<file path="src/rtl/d_kes_buf_scheduler.sv">
// Arbitrates two KES engines into the KES-CS buffer; one registered write per grant, o_exe_buf one cycle after the handshake.
// Backpressure: ready is only offered in IDLE with the buffer available; a page end waits for a low-then-high buffer handshake.
module d_kes_buf_scheduler #(
    parameter int GaloisFieldDegree = 12,
    parameter int ELPCoefficients   = 15
) (
    input  logic                                         i_clk,
    input  logic                                         i_RESET,
    input  logic                                         i_stop_dec,
    input  logic                                         i_kes0_valid,
    input  logic                                         i_kes1_valid,
    input  logic                                         i_kes0_fail,
    input  logic                                         i_kes1_fail,
    input  logic [3:0]                                   i_kes0_error_count,
    input  logic [3:0]                                   i_kes1_error_count,
    input  logic [GaloisFieldDegree*ELPCoefficients-1:0] i_kes0_elp,
    input  logic [GaloisFieldDegree*ELPCoefficients-1:0] i_kes1_elp,
    output logic                                         o_kes0_ready,
    output logic                                         o_kes1_ready,
    input  logic                                         i_buf_available,
    output logic                                         o_exe_buf,
    output logic                                         o_kes_fail,
    output logic                                         o_buf_sequence_end,
    output logic                                         o_chunk_number,
    output logic [3:0]                                   o_error_count,
    output logic [GaloisFieldDegree*ELPCoefficients-1:0] o_elp
);
    localparam int ElpW = GaloisFieldDegree * ELPCoefficients;

    typedef enum logic [2:0] {
        IDLE       = 3'd0,
        ISSUE      = 3'd1,
        GAP        = 3'd2,
        DRAIN_LOW  = 3'd3,
        DRAIN_HIGH = 3'd4
    } state_t;

    state_t            r_state;
    state_t            w_state_next;
    logic [1:0]        r_done;
    logic              r_rr;
    logic              r_exe_buf;
    logic              r_kes_fail;
    logic              r_seq_end;
    logic              r_chunk;
    logic [3:0]        r_error_count;
    logic [ElpW-1:0]   r_elp;

    logic              w_clr;
    logic [1:0]        w_elig;
    logic              w_grant_vld;
    logic              w_grant_sel;
    logic [1:0]        w_done_set;

    assign w_clr      = i_RESET | i_stop_dec;
    assign w_elig     = {i_kes1_valid & ~r_done[1], i_kes0_valid & ~r_done[0]};
    assign w_done_set = r_done | (w_grant_sel ? 2'b10 : 2'b01);

    always_comb begin
        w_state_next = r_state;
        w_grant_vld  = 1'b0;
        w_grant_sel  = r_rr;
        case (r_state)
            IDLE: begin
                if (i_buf_available && (|w_elig) && !w_clr) begin
                    w_grant_vld  = 1'b1;
                    w_grant_sel  = w_elig[r_rr] ? r_rr : ~r_rr;
                    w_state_next = ISSUE;
                end
            end
            ISSUE:      w_state_next = r_seq_end ? DRAIN_LOW : GAP;
            GAP:        w_state_next = IDLE;
            DRAIN_LOW:  if (!i_buf_available) w_state_next = DRAIN_HIGH;
            DRAIN_HIGH: if (i_buf_available)  w_state_next = IDLE;
            default:    w_state_next = IDLE;
        endcase
    end

    assign o_kes0_ready = w_grant_vld & ~w_grant_sel;
    assign o_kes1_ready = w_grant_vld &  w_grant_sel;

    always_ff @(posedge i_clk) begin
        if (w_clr) begin
            r_state       <= IDLE;
            r_done        <= 2'b00;
            r_rr          <= 1'b0;
            r_exe_buf     <= 1'b0;
            r_kes_fail    <= 1'b0;
            r_seq_end     <= 1'b0;
            r_chunk       <= 1'b0;
            r_error_count <= 4'd0;
            r_elp         <= '0;
        end else begin
            r_state       <= w_state_next;
            r_exe_buf     <= 1'b0;
            r_kes_fail    <= 1'b0;
            r_seq_end     <= 1'b0;
            r_chunk       <= 1'b0;
            r_error_count <= 4'd0;
            r_elp         <= '0;
            if (w_grant_vld) begin
                r_exe_buf     <= 1'b1;
                r_chunk       <= w_grant_sel;
                r_kes_fail    <= w_grant_sel ? i_kes1_fail : i_kes0_fail;
                r_error_count <= w_grant_sel ? i_kes1_error_count : i_kes0_error_count;
                r_elp         <= w_grant_sel ? i_kes1_elp : i_kes0_elp;
                r_rr          <= ~w_grant_sel;
                // Both chunks written: close the page and reopen the mask immediately.
                if (&w_done_set) begin
                    r_seq_end <= 1'b1;
                    r_done    <= 2'b00;
                end else begin
                    r_done    <= w_done_set;
                end
            end
        end
    end

    assign o_exe_buf          = r_exe_buf;
    assign o_kes_fail         = r_kes_fail;
    assign o_buf_sequence_end = r_seq_end;
    assign o_chunk_number     = r_chunk;
    assign o_error_count      = r_error_count;
    assign o_elp              = r_elp;

endmodule

</file>
<file path="config.mk">
export PLATFORM = sky130hd
export DESIGN_NAME = d_kes_buf_scheduler
export DESIGN_NICKNAME = d
export VERILOG_FILES = /design/src/rtl/d_kes_buf_scheduler.sv
export SDC_FILE = /design/constraint.sdc
export NUM_CORES = 1
export LEC_CHECK = 0
export BUFFER_PORTS_ARGS = -buffer_cell sky130_fd_sc_hd__buf_2
export CAP_MARGIN = 10
export CORE_AREA = 2 2 219 221
export CTS_BUF_LIST = sky130_fd_sc_hd__clkbuf_4 sky130_fd_sc_hd__clkbuf_8
export CTS_CLUSTER_DIAMETER = 120
export DETAILED_ROUTE_END_ITERATION = 12
export DIE_AREA = 0 0 221 223
export HOLD_SLACK_MARGIN = 0.12
export MAX_ROUTING_LAYER = met4
export SETUP_SLACK_MARGIN = 0.15
export SLEW_MARGIN = 20
export SYNTH_ARGS = -nofsm -noshare
export SYNTH_HDL_FRONTEND = slang
export SYNTH_SLANG_ARGS = --single-unit
</file>
<file path="constraint.sdc">
create_clock -name i_clk -period 1.7 [get_ports i_clk]
set_input_delay 0.34 -clock i_clk [delete_from_list [all_inputs] [get_ports i_clk]]
set_output_delay 0.34 -clock i_clk [all_outputs]
set_load 0.05 [all_outputs]
</file>
; Word-level counts from Yosys, hierarchy flattened
; Index checks and enable logic that the tools add are counted.
[op_classes]
n_mul = 0
muxes = 19
add_sub_neg = 0
n_bitwise = 11
shift = 0
n_reduce_logical = 8
eq_ne = 6
order_cmp = 1
div_mod_pow = 0
[ops]
columns = op, count
row1 = two-way mux 180 bit, 1
row2 = case mux 3 bit (4 select lines), 1
row3 = two-way mux 1 bit, 11
row4 = two-way mux 3 bit, 3
row5 = "inequality test 2 bit, second input constant", 3
row6 = inverter 1 bit, 5
row7 = bitwise AND 1 bit, 4
row8 = two-way mux 2 bit, 2
row9 = two-way mux 4 bit, 1
row10 = OR reduction 2 bit, 2
row11 = "== test 3 x 1 -> 1 bit, second input constant", 1
row12 = "== test 3 x 2 -> 1 bit, second input constant", 1
row13 = "== test 3 bit, second input constant", 1
row14 = zero test 3 bit, 1
row15 = AND reduction 3 bit, 1
row16 = logical AND 1 bit, 2
row17 = "< comparator 1 x 2 -> 1 bit, second input constant", 1
row18 = OR 2 bit, 1
row19 = AND reduction 2 bit, 1
row20 = zero test 1 bit, 1
row21 = OR 1 bit, 1
[word_totals]
rom_bits = 0
output_inout_bits = 190
mem_bits_rw = 0
latchBits = 0
mem_count = 0
regBits = 194
in_bits = 376

; Logic depth before layout (Yosys ltp)
; Gate-level depths: netlist of run 1.
[depth]
word_depth = 11
depth_mapped = 7
depth_no_buf = 4

; Worst setup path before layout of run 1
; Ideal clock, no wire load.
[synth_timing]
path_kind = input to output
from = input i_kes1_valid
to = output o_kes0_ready
path_buffers = 2
t_required_ns = 1.360
path_slack_ns = -0.382
cell_stages = 5
arrival_ns = 1.742
path_cell_list = nor2b_2 > mux2_2 > buf_4 > buf_4 > nor2_1
[synth_via]
elab_chain_len = 8
elab_cells_between_ends = 13
classes_between = 7 x mux / 3 x bitwise / 3 x reduce/logical
[synth_lines]
columns = element, line_no
row1 = start: declaration, 11  ; input logic i_kes1_valid,
row2 = bitwise AND 1 bit *, 56  ; assign w_elig = {i_kes1_valid & ~r_done[1], i_kes0_valid & ~r_done[0]};
row3 = two-way mux 1 bit (not written as such) or OR reduction 2 bit (tied branches), "67, 65"
row4 = two-way mux 1 bit (not written as such) or logical AND 1 bit (tied branches), "67, 65"
row5 = two-way mux 1 bit or logical AND 1 bit (tied branches), "67, 65"
row6 = two-way mux 1 bit, 65  ; if (i_buf_available && (|w_elig) && !w_clr) begin
row7 = two-way mux 1 bit, 63  ; case (r_state)
row8 = inverter 1 bit, 79  ; assign o_kes0_ready = w_grant_vld & ~w_grant_sel;
row9 = bitwise AND 1 bit *, 79
row10 = end: declaration, 18  ; output logic o_kes0_ready,
; Mark *: on every way between the ends. The rest lies on a longest branch, timed or not. The select of a mux whose other input is x is not followed.

; Final worst setup path of run 1
[layout_timing]
from = register r_done[1]
to = register r_elp[33], in the netlist o_elp[33]
[layout_via]
elab_chain_len = 9
elab_cells_between_ends = 15
classes_between = 8 x mux / 3 x bitwise / 4 x reduce/logical
[layout_lines]
columns = element, line_no
row1 = start: declaration, 40  ; logic [1:0] r_done;
row2 = start signal: assignment, 113  ; r_done <= w_done_set;
row3 = inverter 1 bit *, 56
row4 = bitwise AND 1 bit *, 56
row5 = "parallel branches: the longest is 7 deep, another holds two-way mux 180 bit", -
row6 = end signal: assignment, 106  ; r_elp <= w_grant_sel ? i_kes1_elp : i_kes0_elp;
row7 = end: declaration, 47  ; logic [ElpW-1:0] r_elp;
; Every way passes the cells marked *. The select of a mux whose other input is x is not followed.
; A chain may end at the register's enable or synchronous reset.

==> results of run 1 <==
==> sequential cells by signal, indices dropped and copies added, names as in the netlist <==
signal and flops:
o_exe_buf 1, r_rr 1, o_error_count 4, r_state 3, o_kes_fail 1, o_elp 180
o_buf_sequence_end 1, r_done 2, o_chunk_number 1
==> critical path, delay by kind of cell, from the launching register on <==
kind,cells,cell delay [ns]
AND/OR/NAND/NOR,2,0.13
flip-flops,1,0.37
AO/OA/AOI/OAI,1,0.05
multiplexers,1,0.30
buffers and inverters,8,1.03
==> power breakdown <==
part / internal [mW] / switching, mW
sequential: 4.66 / 0.0473
combinational: 1.84 / 1.90
clock: 1.43 / 1.86
total: 7.92 / 3.81
==> worst paths after layout <==
kind	start	endpoint
hold reg to reg	r_state[2]$_SDFFE_PP0P_	r_state[1]$_SDFFE_PP0P_
hold / removal	i_RESET	r_done[1]$_SDFFE_PP0P_
setup reg to reg	r_done[1]$_SDFFE_PP0P_	o_elp[33]$_SDFF_PP0_
setup / recovery	r_done[1]$_SDFFE_PP0P_	o_elp[33]$_SDFF_PP0_
==> cell type report <==
type | instances | area (sq um) | share of cell area, %
antenna | 2 | 5.00 | 0.0281
timing repair buffer | 1032 | 8490 | 47.6
tap | 615 | 769 | 4.31
inverter | 1 | 3.75 | 0.0210
sequential | 194 | 3910 | 21.9
clock inverter | 12 | 146 | 0.821
multi-input combinational | 586 | 4250 | 23.8
clock buffer | 20 | 269 | 1.51
==> through the flow <==
step	worst slack, ns	power, mW	instance area (sq um)	cells
2_1_floorplan	0.0937	5.81	6840	843
3_3_place_gp	-0.0268	6.61	10600	2008
3_5_place_dp	-0.0163	6.63	10600	2008
4_1_cts	-0.437	11.3	16600	2454
5_1_grt	-0.419	12.2	17800	2462
6_report	-0.328	11.7	17800	2462
==> cell usage in the layout (no fill, tap or decap), types with 11 or more instances in the layout <==
| cell | instances |
|---|---|
| a21oi_1 | 67 |
| a21oi_2 | 115 |
| buf_12 | 31 |
| buf_16 | 17 |
| buf_2 | 442 |
| buf_4 | 127 |
| buf_6 | 24 |
| clkbuf_8 | 19 |
| dfxtp_1 | 181 |
| dfxtp_2 | 11 |
| dlygate4sd3_1 | 375 |
| nand2_1 | 189 |
| nand2_2 | 54 |
| nand2_4 | 127 |
==> what timing repair did <==
| item | in CTS | in global routing |
|---|---|---|
| cloned | 15 | 0 |
| hold buffers | 375 | 0 |
| pin swaps | 85 | 19 |
| gates resized for setup | 392 | 293 |
| setup buffers | 24 | 6 |
| endpoints found under the setup margin | 292 | 197 |
| hold endpoints to repair | 189 | 0 |
==> layer usage <==
metal	global-route usage [%]	part of all wire [%]	up-vias
li1	-	-	4687
met5	-	0	-
met4	10.4	5.5	0
met3	4.71	7.2	154
met1	17.5	37	4878
met2	27.3	50	636
==> logic make-up after synthesis <==
logic type / synth area share, %
AOI/OAI and AO/OA: 14.4
buffers and inverters: 5.58
DFF: 57.1
muxes: 0.663
and+or+nand+nor: 22.2
==> flow_summary_export.csv, run 1 <==
group,metric,value,unit
logic_synthesis,yosys.area.top_type_share,57.1,%
logic_synthesis,synthFlopType,"dfxtp_1",
clocking,cts_made_buffers,17,
floorplan,ios,566,
clocking,htreeDepth,4,
grt,grt_max_degree,79,
clocking,root_buffer,"clkbuf_8",
logic_synthesis,synth_area_per_cell,8.06,sq um
sta,fin_crit,2.03,ns
finish,nNetsFinal,2208,
logic_synthesis,synth_common_cells,"nand2_1 (372), dfxtp_1 (194), a21oi_1 (188)",
detailed_routing,vias_per_cell,4.21,
setup_path,critPathLaunchType,"flip-flop",
finish,layout-drive-gt1-share,55.4,%
clocking,cts_tree,"done",
placement,gp_congestion,0.904,
setup_path,path_cells,"nor2b_4 -> buf_4 -> mux2_8 -> buf_6 -> buf_6 -> buf_6 -> buf_12 -> buf_16 -> buf_12 -> buf_12 -> nand2_2 -> a21oi_1",
setup_path,slowest_stage,"dfxtp_2",
logic_synthesis,synthCells,843,
worst_hold_path,holdCritPathClass,"input port to flip-flop",
sta,worst_pin_slew,0.502,ns
logic_synthesis,yosys.area.top_type,"dfxtp_1",
logic_synthesis,synth_edf_count,0,
detailed_routing,vias,10400,
placement,dp_hpwl,22.3,mm
sta,max_freq,493,MHz
logic_synthesis,synth_area,6800,sq um
logic_synthesis,ys.warnings.count,0,
floorplan,die_w,221,um
clocking,clk-insertion-delay-late,0.56,ns
power_and_ir_drop,leakage,8.41,nW
grt,antenna_found_initial,2,
floorplan,core,47100,sq um
placement,portBuffers,565,
sta,slew_violations,0,
setup_path,timing.reg2reg.setup_slack,-0.33,ns
detailed_routing,ant_nets,0,
worst_hold_path,hold_depth,5,
floorplan,dieHeight,223,um
detailed_routing,drt_pass1_iterations,5,
run_status,status,"finished with violations",
sta,fin_hold_ws,0.262,ns
logic_synthesis,seq_area_frac_synth,57.1,%
detailed_routing,wire_per_inst,18.0,um
detailed_routing,drt_iter0_markers,551,
sta,fin_tns_setup,-42.63,ns
grt,grt_pass1_wl,60.7,mm
grt,grt_usage,16.6,%
finish,num-fill-cells,4275,
power_and_ir_drop,p_per_area,658,nW/um^2
power_and_ir_drop,ir_drop,0.384,mV
run_status,violations,"negative setup slack",
detailed_routing,routed_wl,44.2,mm
flow_run,cap_violations,0,
grt,grt_pass1_vias,10900,
sta,maxSlewHeadroom,66.5,%
floorplan,rows,80,
sta,final_hold_viol_count,0,
logic_synthesis,ys_types,23,
detailed_routing,drcViolationCount,0,
setup_path,worstPathArrival,2.46,ns
logic_synthesis,synth_area_leaders,"dfxtp_1 (57%), nand2_1 (21%), a21oi_1 (14%)",
sta,finClkSkew,0.0187,ns
logic_synthesis,ys_seq_elements,194,
sta,min_period_over_period,119,%
floorplan,dieArea,49300,sq um
floorplan,start_util,14.4,%
grt,grt_overflow_total,0,
setup_path,max_stage_delay,0.37,ns
clocking,clockBufferDepth,2,
setup_path,critical_path_class,"flip-flop to flip-flop",
clocking,clock-sinks,194,
sta,setup_slack,-0.328,ns
sta,grt_setup_unrepaired,"yes",
finish,fin_util,37.8,%
logic_synthesis,yosysMostFrequentCell,"nand2_1",
logic_synthesis,synth_nets,1219,
sta,setup_viol,187,
logic_synthesis,async_reset_ff_share,0,%
setup_path,ff2ff_path_depth,12,
clocking,cts.clk_slew.worst_paths,0.10,ns
setup_path,required,2.13,ns
setup_path,cp_max_fo,8,
setup_path,cp-end-kind,"flip-flop",
finish,syn_to_final_growth,162,%
(Power assumes the default switching activity.)
==> run 2: changes to the inputs <==
Settings changed: CORE_AREA 2 2 219 221 to 2 2 222 224, CTS_BUF_LIST sky130_fd_sc_hd__clkbuf_4 sky130_fd_sc_hd__clkbuf_8 to default, DIE_AREA 0 0 221 223 to 0 0 224 226.
Clock period 1.7 ns to 2.13 ns, I/O delays scaled along.
==> run 2 against run 1 <==
  * The run now ends clean
  * Clock power grew 7.0%
  * Flip-flop and latch count is the same
  * Worst setup slack better by 0.41 ns
  * Count of clock-buffer cells in the layout decreased by 2
  * Final cell count fell by 18%
  * Wire length decreased by 39%
  * Core utilization shrank 15 points
==> flow_summary_export.csv, run 2 (synthesized netlist as in run 1, its figures left out) <==
group,metric,value,unit
finish,fin_util,22.9,%
clocking,cts.clk_slew.worst_paths,0.07,ns
grt,grt_pass1_wl,38.7,mm
setup_path,r2r_start,"r_done[0]$_SDFFE_PP0P_",
flow_run,cap_violations,0,
sta,slew_violations,0,
floorplan,ios,566,
clocking,clockBufferDepth,2,
power_and_ir_drop,ir_drop,0.403,mV
setup_path,required,1.70,ns
finish,final_cell_mix,"buf_2 (563), nand2_1 (372), dfxtp_1 (191)",
sta,fin_hold_ws,0.186,ns
sta,grt_setup_unrepaired,"yes",
finish,final_common_cell,"buf_2",
finish,syn_to_final_growth,62.6,%
floorplan,start_util,14.1,%
grt,grt_busiest_layer,"met2",
power_and_ir_drop,p_int,6.24,mW
grt,antenna_found_initial,0,
placement,portBuffers,565,
clocking,root_buffer,"clkbuf_16",
setup_path,cp-end-kind,"output pin",
setup_path,cp_max_fo,5,
power_and_ir_drop,p_per_area,783,nW/um^2
worst_hold_path,hold_depth,3,
worst_hold_path,holdPathEnd,"o_elp[51]$_SDFF_PP0_",
setup_path,worstPathArrival,1.63,ns
setup_path,timing.reg2reg.setup_slack,0.30,ns
power_and_ir_drop,leakage,5.72,nW
detailed_routing,drt_pass1_iterations,5,
finish,largest_register_ffs,180,
grt,grt_pass1_vias,7438,
detailed_routing,drt_iter0_markers,317,
clocking,clk-insertion-delay-late,0.47,ns
detailed_routing,routed_wl,26.8,mm
setup_path,critPathLaunchType,"flip-flop",
power_and_ir_drop,p_total,8.66,mW
detailed_routing,vias,7642,
power_and_ir_drop,combPwrFrac,16.1,%
setup_path,critical_path_class,"flip-flop to output pin",
power_and_ir_drop,swShare,27.9,%
finish,fin_area,11100,sq um
floorplan,dieArea,50600,sq um
clocking,htreeDepth,4,
floorplan,dieHeight,226,um
grt,grt_max_degree,88,
power_and_ir_drop,seq_power_share,43.3,%
grt,grt_util_met2,17.0,%
sta,fin_crit,2.05,ns
grt,use_met1,11.4,%
detailed_routing,drcViolationCount,0,
grt,grt_util_met3,2.84,%
clocking,clock-sinks,194,
sta,worst_pin_slew,0.447,ns
sta,maxSlewHeadroom,70.2,%
sta,fin_tns_setup,0,ns
power_and_ir_drop,p_sw,2.42,mW
floorplan,rows,81,
floorplan,die_w,224,um
sta,finClkSkew,0.0135,ns
placement,place_area,10300,sq um
detailed_routing,ant_nets,0,
grt,grt_usage,10.4,%
detailed_routing,vias_per_cell,3.77,
clocking,cts_tree,"done",
setup_path,ff2ff_path_depth,8,
power_and_ir_drop,p_clk_share,40.6,%
sta,final_hold_viol_count,0,
worst_hold_path,hp-start,"i_kes1_elp[51]",
finish,diodes,0,
grt,grt_overflow_total,0,
sta,setup_slack,0.0789,ns
detailed_routing,wire_per_inst,13.2,um
run_status,status,"complete, no violations",
finish,nNetsFinal,1769,
placement,dp_slack,0.0763,ns
sta,setup_viol,0,
placement,dp_hpwl,20.8,mm
placement,gp_congestion,0.923,
setup_path,worstReg2RegEnd,"o_elp[89]$_SDFF_PP0_",
finish,num-fill-cells,5360,
floorplan,core,48300,sq um
finish,final_cells,2028,
worst_hold_path,holdCritPathClass,"input port to flip-flop",
placement,dpl.cell_count,1991,
sta,min_period_over_period,96.3,%
finish,layout-drive-gt1-share,45.5,%
clocking,cts_made_buffers,17,
sta,max_freq,488,MHz
-- run 2: cell count changes in the layout (fill, tap and decap cells not counted), sizes merged, moves of 2 or more --
| cell | delta |
|---|---|
| bufinv | +2 |
| buf | -58 |
| diode | -2 |
| clkinvlp | -3 |
| dlygate4sd3 | -374 |
| clkbuf | -8 |
| clkinv | +4 |
-- run 2: what timing repair did --
item	in CTS	in global routing
endpoints found under the setup margin	2	2
hold buffers	1	0
buffers inserted	4	0
gates resized for setup	13	0
hold endpoints to repair	1	0
pin swaps	2	0
-- run 2: power groups by stage --
stage                     Clock [mW]  Combinational (mW)  Sequential [mW]
final                           3.52                1.39             3.75
after detailed placement           0                1.39             3.83
after global routing            3.80                1.52             3.76
after global placement             0                1.37             3.83
after floorplan                    0               0.480             4.15
after CTS                       3.68                1.40             3.75
-- run 2: area by class of cell --
class,count,area [sq um],area share (%)
repair buffers,593,3150,28.5
flip-flops and latches,194,3890,35.2
clock buffers,18,439,3.97
multi-input cells,586,2590,23.4
inverters,1,3.75,0.0340
well taps,622,778,7.04
clock inverters,14,200,1.81
-- run 2: how the worst max path moves through the flow --
| stage | from | end | slack (ns) | cells after the start |
|---|---|---|---|---|
| after floorplan | i_kes1_valid | o_kes0_ready | 0.12 | 5 |
| after global placement | i_stop_dec | o_kes1_ready | 0.08 | 5 |
| after detailed placement | i_kes1_valid | o_kes1_ready | 0.08 | 5 |
| after CTS | r_done[1]$_SDFFE_PP0P_ | o_kes1_ready | 0.01 | 5 |
| after global routing | r_done[0]$_SDFFE_PP0P_ | o_kes0_ready | -0.02 | 4 |
| final | r_done[0]$_SDFFE_PP0P_ | o_kes0_ready | 0.08 | 4 |
-- run 2: layer usage --
layer,routed length [um],up-vias
met5,0,-
met4,864,0
met3,2050,39
met2,13100,366
met1,10800,3441
li1,-,3796
-- run 2: critical path: stages (launching register included) --
cell	delay, ns
dfxtp_2	0.35
nand2b_4	0.16
mux2_8	0.33
nor2_2	0.13
buf_6	0.18
==> run 3: changes to the inputs <==
Settings changed: PLACE_DENSITY from default to 0.45.
==> run 3 against run 2 <==
  * Clock skew is 0.0018 ns higher
  * Highest routed layer unchanged
  * Flip-flop and latch count did not move
  * Critical endpoint is now o_kes1_ready
  * Non-clock buffer count increased by 20
==> flow_summary_export.csv, run 3 (synthesized netlist as in run 1, its figures left out) <==
group,metric,value,unit
power_and_ir_drop,ir_drop,0.432,mV
setup_path,timing.reg2reg.setup_slack,0.35,ns
floorplan,dieArea,50600,sq um
power_and_ir_drop,leakage,5.79,nW
floorplan,die_w,224,um
grt,grt_overflow_total,0,
setup_path,cp_max_fo,4,
finish,fin_area,11200,sq um
finish,final_cell_mix,"buf_2 (563), nand2_1 (372), dfxtp_1 (190)",
setup_path,required,1.70,ns
sta,grt_setup_unrepaired,"yes",
setup_path,critical_path_class,"flip-flop to output pin",
power_and_ir_drop,combPwrFrac,17.2,%
grt,grt_pass1_vias,7424,
clocking,clock-sinks,194,
placement,portBuffers,565,
sta,fin_tns_setup,0,ns
floorplan,core,48300,sq um
flow_run,cap_violations,0,
sta,slew_violations,0,
placement,dp_hpwl,21.9,mm
clocking,cts_tree,"done",
finish,layout-drive-gt1-share,45.4,%
setup_path,worstPathArrival,1.63,ns
clocking,clk-insertion-delay-late,0.49,ns
power_and_ir_drop,swShare,29.3,%
clocking,root_buffer,"clkbuf_16",
detailed_routing,vias_per_cell,3.78,
detailed_routing,drt_iter0_markers,296,
floorplan,dieHeight,226,um
detailed_routing,ant_nets,0,
sta,finClkSkew,0.0153,ns
power_and_ir_drop,p_clk_share,38.2,%
placement,gp_congestion,0.875,
detailed_routing,vias,7740,
finish,final_cells,2047,
finish,nNetsFinal,1789,
grt,antenna_found_initial,0,
run_status,status,"complete, no violations",
floorplan,ios,566,
sta,final_hold_viol_count,0,
detailed_routing,wire_per_inst,13.9,um
grt,grt_usage,11.0,%
grt,grt_max_degree,105,
power_and_ir_drop,p_sw,2.46,mW
sta,max_freq,486,MHz
finish,largest_register_ffs,180,
power_and_ir_drop,p_int,5.93,mW
clocking,cts.clk_slew.worst_paths,0.07,ns
placement,dpl.cell_count,1995,
clocking,clockBufferDepth,2,
placement,place_area,10400,sq um
finish,final_common_cell,"buf_2",
sta,min_period_over_period,96.6,%
finish,fin_util,23.1,%
floorplan,start_util,14.1,%
power_and_ir_drop,seq_power_share,44.6,%
grt,grt_pass1_wl,40.7,mm
detailed_routing,routed_wl,28.5,mm
finish,num-fill-cells,5451,
sta,setup_slack,0.0725,ns
power_and_ir_drop,p_per_area,750,nW/um^2
clocking,htreeDepth,4,
setup_path,critPathLaunchType,"flip-flop",
sta,maxSlewHeadroom,58.1,%
placement,dp_slack,0.147,ns
sta,fin_crit,2.06,ns
clocking,cts_made_buffers,17,
worst_hold_path,hold_depth,3,
finish,syn_to_final_growth,64.5,%
floorplan,rows,81,
sta,setup_viol,0,
setup_path,ff2ff_path_depth,7,
setup_path,cp-end-kind,"output pin",
detailed_routing,drt_pass1_iterations,4,
finish,diodes,0,
sta,worst_pin_slew,0.629,ns
detailed_routing,drcViolationCount,0,
worst_hold_path,holdCritPathClass,"input port to flip-flop",
run 3: cell count changes in the layout (fill, tap and decap cells not counted), sizes merged:
cell         previous run  this run
clkinv                  4         6
dlygate4sd3             1        14
clkinvlp                2         1
clkbuf                 18        19
buf                   592       599
bufinv                  4         1
run 3: worst max-delay path, cell delays in order (launching register included):
cell,delay [ns]
dfxtp_4,0.36
nor2b_4,0.19
o2111ai_4,0.20
nor2_4,0.22
buf_8,0.17
run 3: power groups by stage:
stage | Clock, mW | Sequential, mW | Combinational [mW]
finish | 3.20 | 3.74 | 1.44
floorplan | 0 | 4.15 | 0.480
CTS | 3.35 | 3.74 | 1.45
global placement | 0 | 3.83 | 1.41
detailed placement | 0 | 3.83 | 1.41
global route | 3.46 | 3.75 | 1.57
run 3: cell type report:
cell class	count	area (sq um)	area share (%)
Clock buffer	19	453	4.05
Clock inverter	12	106	0.951
Inverter	1	3.75	0.0336
Multi-Input combinational cell	586	2600	23.2
Sequential cell	194	3890	34.8
Tap cell	622	778	6.96
Timing Repair Buffer	613	3350	29.9
run 3: path summary, 6_finish.rpt:
kind,from,to
max reg2reg,r_done[0]$_SDFFE_PP0P_,o_elp[30]$_SDFF_PP0_
min reg2reg,r_state[2]$_SDFFE_PP0P_,r_state[1]$_SDFFE_PP0P_
max,r_done[1]$_SDFFE_PP0P_,o_kes1_ready
min,i_kes1_elp[85],o_elp[85]$_SDFF_PP0_
run 3: metal layers:
metal | track usage [%] | part of all wire [%] | vias to the layer above | wire length, um
li1 | - | - | 3836 | -
met2 | 18.0 | 49 | 338 | 14100
met3 | 3.12 | 7.2 | 48 | 2060
met4 | 5.63 | 2.8 | 0 | 799
met5 | - | 0 | - | 0
met1 | 12.3 | 41 | 3518 | 11500
run 3: metrics by stage:
step | total power [mW] | hold slack, ns
CTS | 8.54 | 0.120
floorplan | 4.63 | 0.456
global placement | 5.24 | 0.486
finish | 8.39 | 0.166
detailed placement | 5.24 | 0.500
global route | 8.78 | 0.141
run 3: timing repair:
| action | CTS | global route |
|---|---|---|
| hold buffers | 14 | 0 |
| pin swaps | 3 | 3 |
| endpoints found under the setup margin | 2 | 2 |
| gates cloned | 0 | 0 |
| resized for setup | 13 | 3 |
| endpoints found under the hold margin | 14 | 0 |
| buffers inserted | 6 | 1 |
